[src/rtl/mesh_pkg.sv]
// Shared packet-field widths, header layout, FIFO control states and the
// destination legality rule for mesh terminal transmitters.
package mesh_pkg;

  localparam int unsigned NXT_JMP_W = 8;
  localparam int unsigned ROW_W     = 4;
  localparam int unsigned COL_W     = 4;
  localparam int unsigned MODE_W    = 1;
  localparam int unsigned HDR_W     = NXT_JMP_W + ROW_W + COL_W + MODE_W;

  localparam logic [ROW_W+COL_W-1:0] BDCST = 8'hFF;

  typedef struct packed {
    logic [NXT_JMP_W-1:0] nxt_jmp;
    logic [ROW_W-1:0]     row;
    logic [COL_W-1:0]     col;
    logic                 mode;
  } pkt_hdr_t;

  typedef enum logic [1:0] {
    ST_EMPTY  = 2'd0,
    ST_ACTIVE = 2'd1,
    ST_FULL   = 2'd2
  } fifo_state_t;

  // Only edge terminals (outside the router grid) or the broadcast code are legal.
  function automatic logic legal_dest(
    input logic [ROW_W-1:0]       row,
    input logic [COL_W-1:0]       col,
    input int unsigned            rows,
    input int unsigned            cols,
    input logic [ROW_W+COL_W-1:0] bdcst = BDCST
  );
    int unsigned rv;
    int unsigned cv;
    logic        side_edge;
    logic        top_bot_edge;
    rv           = 32'(row);
    cv           = 32'(col);
    side_edge    = (rv >= 1) && (rv <= rows) && ((cv == 0) || (cv == cols + 1));
    top_bot_edge = (cv >= 1) && (cv <= cols) && ((rv == 0) || (rv == rows + 1));
    return side_edge || top_bot_edge || ({row, col} == bdcst);
  endfunction

endpackage

[src/rtl/term_fifo.sv]
// Generic show-ahead synchronous FIFO; the head entry is visible on o_rd_data
// without a read request and is removed by i_pop.
module term_fifo
  import mesh_pkg::*;
#(
  parameter int unsigned WIDTH = 32,
  parameter int unsigned DEPTH = 16
) (
  input  logic                     clk,
  input  logic                     reset,
  input  logic                     i_push,
  input  logic [WIDTH-1:0]         i_wr_data,
  input  logic                     i_pop,
  output logic [WIDTH-1:0]         o_rd_data,
  output logic [$clog2(DEPTH):0]   o_count,
  output logic                     o_full,
  output logic                     o_empty
);

  localparam int unsigned AW = $clog2(DEPTH);
  localparam int unsigned CW = AW + 1;

  logic [WIDTH-1:0] r_mem [DEPTH];
  logic [AW-1:0]    r_wr_ptr;
  logic [AW-1:0]    r_rd_ptr;
  logic [CW-1:0]    r_count;
  fifo_state_t      r_state;

  logic [CW-1:0]    w_count_nxt;
  fifo_state_t      w_state_nxt;
  logic             w_do_push;
  logic             w_do_pop;

  assign o_full    = (r_state == ST_FULL);
  assign o_empty   = (r_state == ST_EMPTY);
  assign w_do_push = i_push & ~o_full;
  assign w_do_pop  = i_pop & ~o_empty;
  assign o_rd_data = r_mem[r_rd_ptr];
  assign o_count   = r_count;

  // Storage is intentionally left unreset.
  always_ff @(posedge clk) begin
    if (w_do_push) begin
      r_mem[r_wr_ptr] <= i_wr_data;
    end
  end

  always_ff @(posedge clk or posedge reset) begin
    if (reset) begin
      r_wr_ptr <= '0;
      r_rd_ptr <= '0;
      r_count  <= '0;
      r_state  <= ST_EMPTY;
    end else begin
      if (w_do_push) r_wr_ptr <= r_wr_ptr + AW'(1);
      if (w_do_pop)  r_rd_ptr <= r_rd_ptr + AW'(1);
      r_count <= w_count_nxt;
      r_state <= w_state_nxt;
    end
  end

  // Next occupancy and control state; the state mirrors the count boundaries.
  always_comb begin
    w_count_nxt = r_count;
    w_state_nxt = r_state;
    if (w_do_push && !w_do_pop) begin
      w_count_nxt = r_count + CW'(1);
    end else if (w_do_pop && !w_do_push) begin
      w_count_nxt = r_count - CW'(1);
    end
    case (r_state)
      ST_EMPTY: begin
        if (w_do_push) w_state_nxt = ST_ACTIVE;
      end
      ST_ACTIVE: begin
        if (w_count_nxt == CW'(DEPTH)) begin
          w_state_nxt = ST_FULL;
        end else if (w_count_nxt == '0) begin
          w_state_nxt = ST_EMPTY;
        end
      end
      ST_FULL: begin
        if (w_do_pop) w_state_nxt = ST_ACTIVE;
      end
      default: w_state_nxt = ST_EMPTY;
    endcase
  end

endmodule

[src/rtl/mesh_term_tx.sv]
// Terminal-side transmitter: assembles client requests into mesh packets,
// queues them and hands them to the router input port on popin.
module mesh_term_tx
  import mesh_pkg::pkt_hdr_t;
  import mesh_pkg::legal_dest;
#(
  parameter int unsigned ROWS       = 4,
  parameter int unsigned COLUMNS    = 4,
  parameter int unsigned PAKG_SIZE  = 32,
  parameter int unsigned FIFO_DEPTH = 16,
  parameter logic [7:0]  BDCST      = mesh_pkg::BDCST
) (
  input  logic                          clk,
  input  logic                          reset,
  input  logic                          req_valid,
  output logic                          req_ready,
  input  logic [3:0]                    req_row,
  input  logic [3:0]                    req_col,
  input  logic                          req_mode,
  input  logic [PAKG_SIZE-18:0]         req_payload,
  output logic                          pndng_i_in,
  output logic [PAKG_SIZE-1:0]          data_out_i_in,
  input  logic                          popin,
  output logic [$clog2(FIFO_DEPTH):0]   fifo_count,
  output logic [15:0]                   sent_cnt,
  output logic                          bad_dest,
  output logic                          spurious_pop
);

  pkt_hdr_t               w_hdr;
  logic [PAKG_SIZE-1:0]   w_pkt;
  logic [PAKG_SIZE-1:0]   w_head;
  logic                   w_legal;
  logic                   w_accept;
  logic                   w_push;
  logic                   w_pop;
  logic                   w_full;
  logic                   w_empty;

  logic [15:0]            r_sent_cnt;
  logic                   r_bad_dest;
  logic                   r_spurious_pop;

  always_comb begin
    w_hdr         = '0;
    w_hdr.nxt_jmp = 8'h00;
    w_hdr.row     = req_row;
    w_hdr.col     = req_col;
    w_hdr.mode    = req_mode;
  end

  assign w_pkt    = {w_hdr, req_payload};
  assign w_legal  = legal_dest(req_row, req_col, ROWS, COLUMNS, BDCST);
  assign w_accept = req_valid & req_ready;
  assign w_push   = w_accept & w_legal;
  assign w_pop    = popin & ~w_empty;

  term_fifo #(
    .WIDTH (PAKG_SIZE),
    .DEPTH (FIFO_DEPTH)
  ) u_fifo (
    .clk       (clk),
    .reset     (reset),
    .i_push    (w_push),
    .i_wr_data (w_pkt),
    .i_pop     (w_pop),
    .o_rd_data (w_head),
    .o_count   (fifo_count),
    .o_full    (w_full),
    .o_empty   (w_empty)
  );

  // Ready depends only on registered occupancy, never on popin.
  assign req_ready     = ~w_full;
  assign pndng_i_in    = ~w_empty;
  assign data_out_i_in = w_empty ? '0 : w_head;

  always_ff @(posedge clk or posedge reset) begin
    if (reset) begin
      r_sent_cnt     <= '0;
      r_bad_dest     <= 1'b0;
      r_spurious_pop <= 1'b0;
    end else begin
      if (w_pop)                  r_sent_cnt     <= r_sent_cnt + 16'(1);
      if (w_accept && !w_legal)   r_bad_dest     <= 1'b1;
      if (popin && w_empty)       r_spurious_pop <= 1'b1;
    end
  end

  assign sent_cnt     = r_sent_cnt;
  assign bad_dest     = r_bad_dest;
  assign spurious_pop = r_spurious_pop;

endmodule

[config.mk]
export PLATFORM = sky130hd
export DESIGN_NAME = mesh_term_tx
export DESIGN_NICKNAME = d
export VERILOG_FILES = /design/src/rtl/mesh_pkg.sv /design/src/rtl/term_fifo.sv /design/src/rtl/mesh_term_tx.sv
export SDC_FILE = /design/constraint.sdc
export NUM_CORES = 1
export LEC_CHECK = 0
export CAP_MARGIN = 30
export CORE_ASPECT_RATIO = 0.7
export CORE_MARGIN = 3
export CORE_UTILIZATION = 45
export DETAILED_ROUTE_END_ITERATION = 8
export PLACE_DENSITY = 0.65
export SETUP_SLACK_MARGIN = 0.02
export SYNTH_ARGS = -nofsm -noshare
export SYNTH_HDL_FRONTEND = slang
export SYNTH_SLANG_ARGS = --single-unit
[constraint.sdc]
create_clock -name clk -period 3.15 [get_ports clk]
set_input_delay 0.945 -clock clk [delete_from_list [all_inputs] [get_ports clk]]
set_output_delay 0.945 -clock clk [all_outputs]
set_load 0.02 [all_outputs]
* Word-level counts from Yosys, hierarchy flattened
Memories as Yosys holds them, arrays and structs flattened.
Index checks and enable logic that the tools add are counted.
** Word-level totals
- Memories kept :: 1
- Input port bits :: 28
- Word-level logic and storage cells :: 63
- Output and inout port bits :: 57
- RAM bits :: 384
- Register bits after elaboration :: 33
** Memory list
- u_fifo.r_mem :: depth 16, bits a word 24, read ports 1, clocked after Yosys merged registers in 0, write ports 1, line term_fifo.sv:23 : logic [WIDTH-1:0] r_mem [DEPTH];
** Cells by class
- Multiplexer cells :: 10
- Reductions and logical operators :: 20
- Bitwise gates (word level) :: 7
- $add $sub $neg :: 5
- Equal/unequal tests :: 9
- Magnitude comparators :: 4
** Operators by type and width (count)
- $mux W32 :: 1
- $add A16 B1 Y16 const B :: 1
- $mux W5 :: 2
- $add A4 B1 Y4 const B :: 2
- $eq A4 B3 Y1 const B :: 2
- $eq A8 B8 Y1 const B :: 1
- $ge A4 B1 Y1 const B :: 2
- $le A4 B3 Y1 const B :: 2
- $logic_and A1 B1 Y1 :: 8
- $logic_not A4 Y1 :: 2
- $mux W2 :: 4
- $pmux W2 S3 :: 1
- $add A5 B1 Y5 const B :: 1
- $and A1 B1 Y1 :: 5
- $eq A5 B5 Y1 const B :: 1
- $logic_not A5 Y1 :: 1
- $sub A5 B1 Y5 const B :: 1
- $logic_or A1 B1 Y1 :: 4
- $ne A2 B2 Y1 const B :: 2
- $logic_not A1 Y1 :: 3
- $ne A3 B1 Y1 const B :: 1
- $reduce_and A3 Y1 :: 1
- $eq A2 B1 Y1 const B :: 1
- $eq A2 B2 Y1 const B :: 1
- other kinds (3) :: 5

* Longest topological paths before layout
- Depth in word-level cells :: 15
- Mapped depth :: 9
- Mapped depth without buffers :: 7

* Hierarchy
A second synthesis with hierarchy kept.
** Second synthesis, totals
- Cell total of the unflattened synthesis :: 942
- Area, all modules :: 21371.7 µm²
** Modules (own cells, without submodules)
- term_fifo :: area an instance 20245.7 µm², seq. area each 15750.1 µm², cells each 829, instances 1
- mesh_term_tx :: area an instance 1126.1 µm², seq. area each 450.4 µm², cells each 113, instances 1

* Worst setup path before layout
No wires, ideal clock.
- Path kind :: in2reg
- From :: input port req_col[0]
- To :: memory u_fifo.r_mem[0][0] (netlist name) (enable)
- Cell stages on the path :: 8
- Arrival :: 3.040 ns
- Path buffers :: 2
- Required time :: 2.767 ns
- Path slack :: -0.273 ns
- Setup time :: 0.383 ns
- Cells stage by stage :: xor2_1 and4bb_4 o311a_1 buf_6 clkbuf_1 nor2b_1 nor2b_1 and2_1
** On the way
- Longest elaborated chain between the ends :: 9
- Elaborated cells between the ends (all ways) :: 15
- Classes of those cells :: 2 x order compare; 2 x eq/ne; 2 x mux; 2 x bitwise; 7 x reduce/logical
** Ends and longest elaborated chain
- start: declaration :: line mesh_term_tx.sv:18 : input logic [3:0] req_col,
- $ge A4 B1 Y1, or another cell as far along :: line mesh_pkg.sv:41 : top_bot_edge = (cv >= 1) && (cv <= cols) && ((rv == 0) || (rv == rows + 1));
- $logic_and A1 B1 Y1 / $logic_or A1 B1 Y1 (equally long branches) :: line mesh_pkg.sv:41, mesh_pkg.sv:40
- $logic_and A1 B1 Y1, on equally long branches :: line mesh_pkg.sv:41, mesh_pkg.sv:40
- $logic_or A1 B1 Y1 :: line mesh_pkg.sv:42 : return side_edge || top_bot_edge || ({row, col} == bdcst);
- $logic_or A1 B1 Y1 * :: line mesh_pkg.sv:42
- $and A1 B1 Y1 * :: line mesh_term_tx.sv:55 : assign w_push = w_accept & w_legal;
- $and A1 B1 Y1 * :: line term_fifo.sv:36 : assign w_do_push = i_push & ~o_full;
- $mux W1 * :: line term_fifo.sv:43 : if (w_do_push) begin
- $mux W1 (not written as such) * :: line term_fifo.sv:44 : r_mem[r_wr_ptr] <= i_wr_data;
- end: declaration :: line term_fifo.sv:23
Every way passes the cells marked *; elsewhere a longest branch is shown, timed or not.

* Worst setup path after layout
- From :: register u_fifo.r_rd_ptr[0]
- To :: output port data_out_i_in[2]
** On the way
- Longest elaborated chain between the ends :: 2
** Ends and longest elaborated chain
- start: declaration :: line term_fifo.sv:25 : logic [AW-1:0] r_rd_ptr;
- start signal: assignment :: line term_fifo.sv:56 : if (w_do_pop) r_rd_ptr <= r_rd_ptr + AW'(1);
- $mem_v2 Z16 W24
- $mux W32 :: line mesh_term_tx.sv:76 : assign data_out_i_in = w_empty ? '0 : w_head;
- end: declaration :: line mesh_term_tx.sv:22 : output logic [PAKG_SIZE-1:0] data_out_i_in,
Every way passes these cells.

==> impl_metrics.toml <==
[timing]
final_hold_viol_count = 0
tightest_slew_ns = 0.695
drv_slew = 0
max_freq_ghz = 0.267
period_needed_ns = 3.74
rsz0062_at_grt = "yes"
fin_ws_ns = -0.589
skew_ns = 0.0215
slew_headroom_pct = 53.6
setup_viol = 24
finalCritPeriodShare_pct = 119
fin_tns_setup_ns = -12.14

[flow_run]
maxCapViolCount = 0

[die]
core_sq_um = 35200
ios = 85
dieWidth_microns = 234
dieArea_sq_um = 38700
die_h_microns = 165
rows = 57
initial_utilization_pct = 46.4

[worst_setup_path]
path_buf_inv = 5
cp_max_fo = 8
path_depth = 8
start_kind = "flop"
worst_r2r_path_depth = 7
cp_slowest_cell = "dfrtp_4"
crit_required_ns = 2.20
max_stage_delay_ns = 0.50
crit_arrival_ns = 2.79
critPathTopFamily = "multiplexers"
cp-end-kind = "output port"
cp_cell_sequence = "buf_12, buf_6, buf_8, buf_16, mux4_2, mux4_2, and2_4, buf_6"
worstSetupPathType = "flop to output port"

[outcome]
violations = "negative setup slack"
status = "complete, but fails checks"

[synthesis]
ys_seq_elements = 417
syn_area_sq_um = 16300
synth_async_sr_flop_share_pct = 7.91
avgSynthCellArea_sq_um = 22.0
synth_cell_types = 38
syn_inst = 743
ys_warn_count = 0
ys_seq_area_share_pct = 75.6
synth_edf_count = 384
synthFlopType = "edfxtp_1"

[detailed_routing]
via_per_inst = 5.57
route.detailed.drc = 0
drt_wl_total_microns = 35900
wl_per_cell_microns = 24.9
drtIter0Drc = 719
ant_nets = 0
dr_total_vias = 8025
dr.pass1.iters = 4

[grt]
grt_pass1_wl_microns = 53600
track_usage_pct = 19.1
grt_overflow = 0
antenna_found_initial = 0
grt_pass1_vias = 8112
grt_max_degree = 27

[placed_design]
port_buffers = 76
dp_slack_ns = -0.519
hpwl_microns = 21400
dp.cells = 1341
gp_congestion = 0.718

[clock_network]
clkTransAtPathRegs_ns = 0.06
clk_latency_ns = 0.54
htree_num_levels = 2
cts_buffers = 39
cts.path.max_buffers = 3
root_buffer = "clkbuf_16"
cts_sinks = 417
cts_hold_buf = 0
cts_tree = "built"

[layout]
syn_to_final_growth_pct = 26.0
seq_area_sq_um = 12400
drive_above_1_share_pct = 38.3
final_core_util_pct = 58.4
antenna_cells = 0
filler_cell_count = 2548
fin_nets = 976
multiInputGateArea_sq_um = 3880
final_cells = 1441

[pwr]
cellPowerDensity_nw_per_um2 = 818
leakage_nw = 6.93
vdd_drop_max_mv = 0.521

[hold_path]
holdPathStages = 1
hp-class = "flop to flop"
-- layer usage --
metal / up-vias / routed length, microns / global-route usage (%)
met5: - / 0 / 0
li1: 3459 / - / -
met4: 0 / 593 / 4.97
met2: 231 / 16900 / 29.1
met1: 4287 / 16400 / 29.3
met3: 48 / 2090 / 3.12
-- cells in the mapped netlist, drive strengths merged, types with 2 or more instances --
library cell,count,area [sq um]
buf,22,125
clkbuf,19,71.3
nor2b,2,12.5
and3,8,50.1
mux2i,2,20.0
xor2,7,61.3
o21ai,6,30.0
edfxtp,384,11500
nor3,5,25.0
nand2,22,82.6
and4bb,2,28.8
mux4,120,2700
or4,2,15.0
ha,8,100
nor2,9,33.8
inv,9,33.8
and2,36,225
nand4,9,56.3
dfrtp,33,826
nand3,4,20.0
xnor2,22,193
-- power breakdown --
group | switching [mW] | internal, mW
combinational | 2.50 | 3.32
sequential | 0.189 | 6.21
clock | 2.03 | 2.60
total | 4.72 | 12.1
-- flip-flops by register name, summed over array words and instances (netlist names) --
signal	cells
u_fifo.r_rd_ptr	4
spurious_pop	1
u_fifo.r_mem	384
u_fifo.r_wr_ptr	4
bad_dest	1
u_fifo.o_count	5
sent_cnt	16
u_fifo.r_state	2
-- per-stage QoR --
step | hold WS, ns | instance area [sq um] | power (mW)
2_1_floorplan | 0.498 | 16400 | 9.55
3_3_place_gp | 0.446 | 18700 | 11.3
3_5_place_dp | 0.457 | 18700 | 11.3
4_1_cts | 0.474 | 20500 | 16.9
5_1_grt | 0.496 | 20600 | 17.6
6_report | 0.473 | 20600 | 16.8
-- final timing paths --
kind                                                start                        endpoint  slack, ns
setup / recovery           u_fifo.r_rd_ptr[0]$_DFFE_PP0P_                data_out_i_in[2]      -0.59
max in group asynchronous                           reset         sent_cnt[3]$_DFFE_PP0P_       1.63
setup reg to reg            u_fifo.r_state[0]$_DFFE_PP0P_   u_fifo.r_state[1]$_DFFE_PP0P_       0.89
hold / removal                   spurious_pop$_DFFE_PP0P_        spurious_pop$_DFFE_PP0P_       0.47
hold reg to reg                  spurious_pop$_DFFE_PP0P_        spurious_pop$_DFFE_PP0P_       0.47
min in group asynchronous                           reset  u_fifo.r_wr_ptr[1]$_DFFE_PP0P_       0.81
-- kinds of logic (layout without fill, tap and decap cells) --
| family | Yosys count | count (layout) | share of synthesized area (%) |
|---|---|---|---|
| compound gates | 14 | 14 | 0.590 |
| flops | 417 | 417 | 75.6 |
| simple gates | 101 | 101 | 3.45 |
| mux | 122 | 122 | 16.7 |
| xor+xnor | 29 | 29 | 1.55 |
| other cells | 1 | 8 | 0.0230 |
| buf+inv | 50 | 269 | 1.41 |
| fa+ha+maj | 9 | 9 | 0.674 |
-- cells in the final DEF, fill, tap and decap left out, types with 27 or more instances in the layout --
cell type        synthesis  layout
edfxtp_1               384     384
buf_4                    8      48
and2_4                   0      27
buf_12                   0      48
dfrtp_1                 33      30
mux4_2                 120     120
clkbuf_16                0      41
clkdlybuf4s50_1          0      50
buf_6                    1      31
-- what timing repair did --
item                       CTS  global route
setup endpoints to repair   24           106
gates cloned                 8             1
buffers inserted            20             5
pin swaps                    2             0
resized for setup          165            39
-- area by class of cell --
class                      instances  area share [%]
clock buffer                      45            4.95
clock inverter                    25            1.19
inverter                           9           0.164
multi-input combinational        283            18.9
sequential                       417            60.1
tap                              472            2.87
timing repair buffer             190            11.9
No activity file was read; power rests on OpenSTA's default activity.
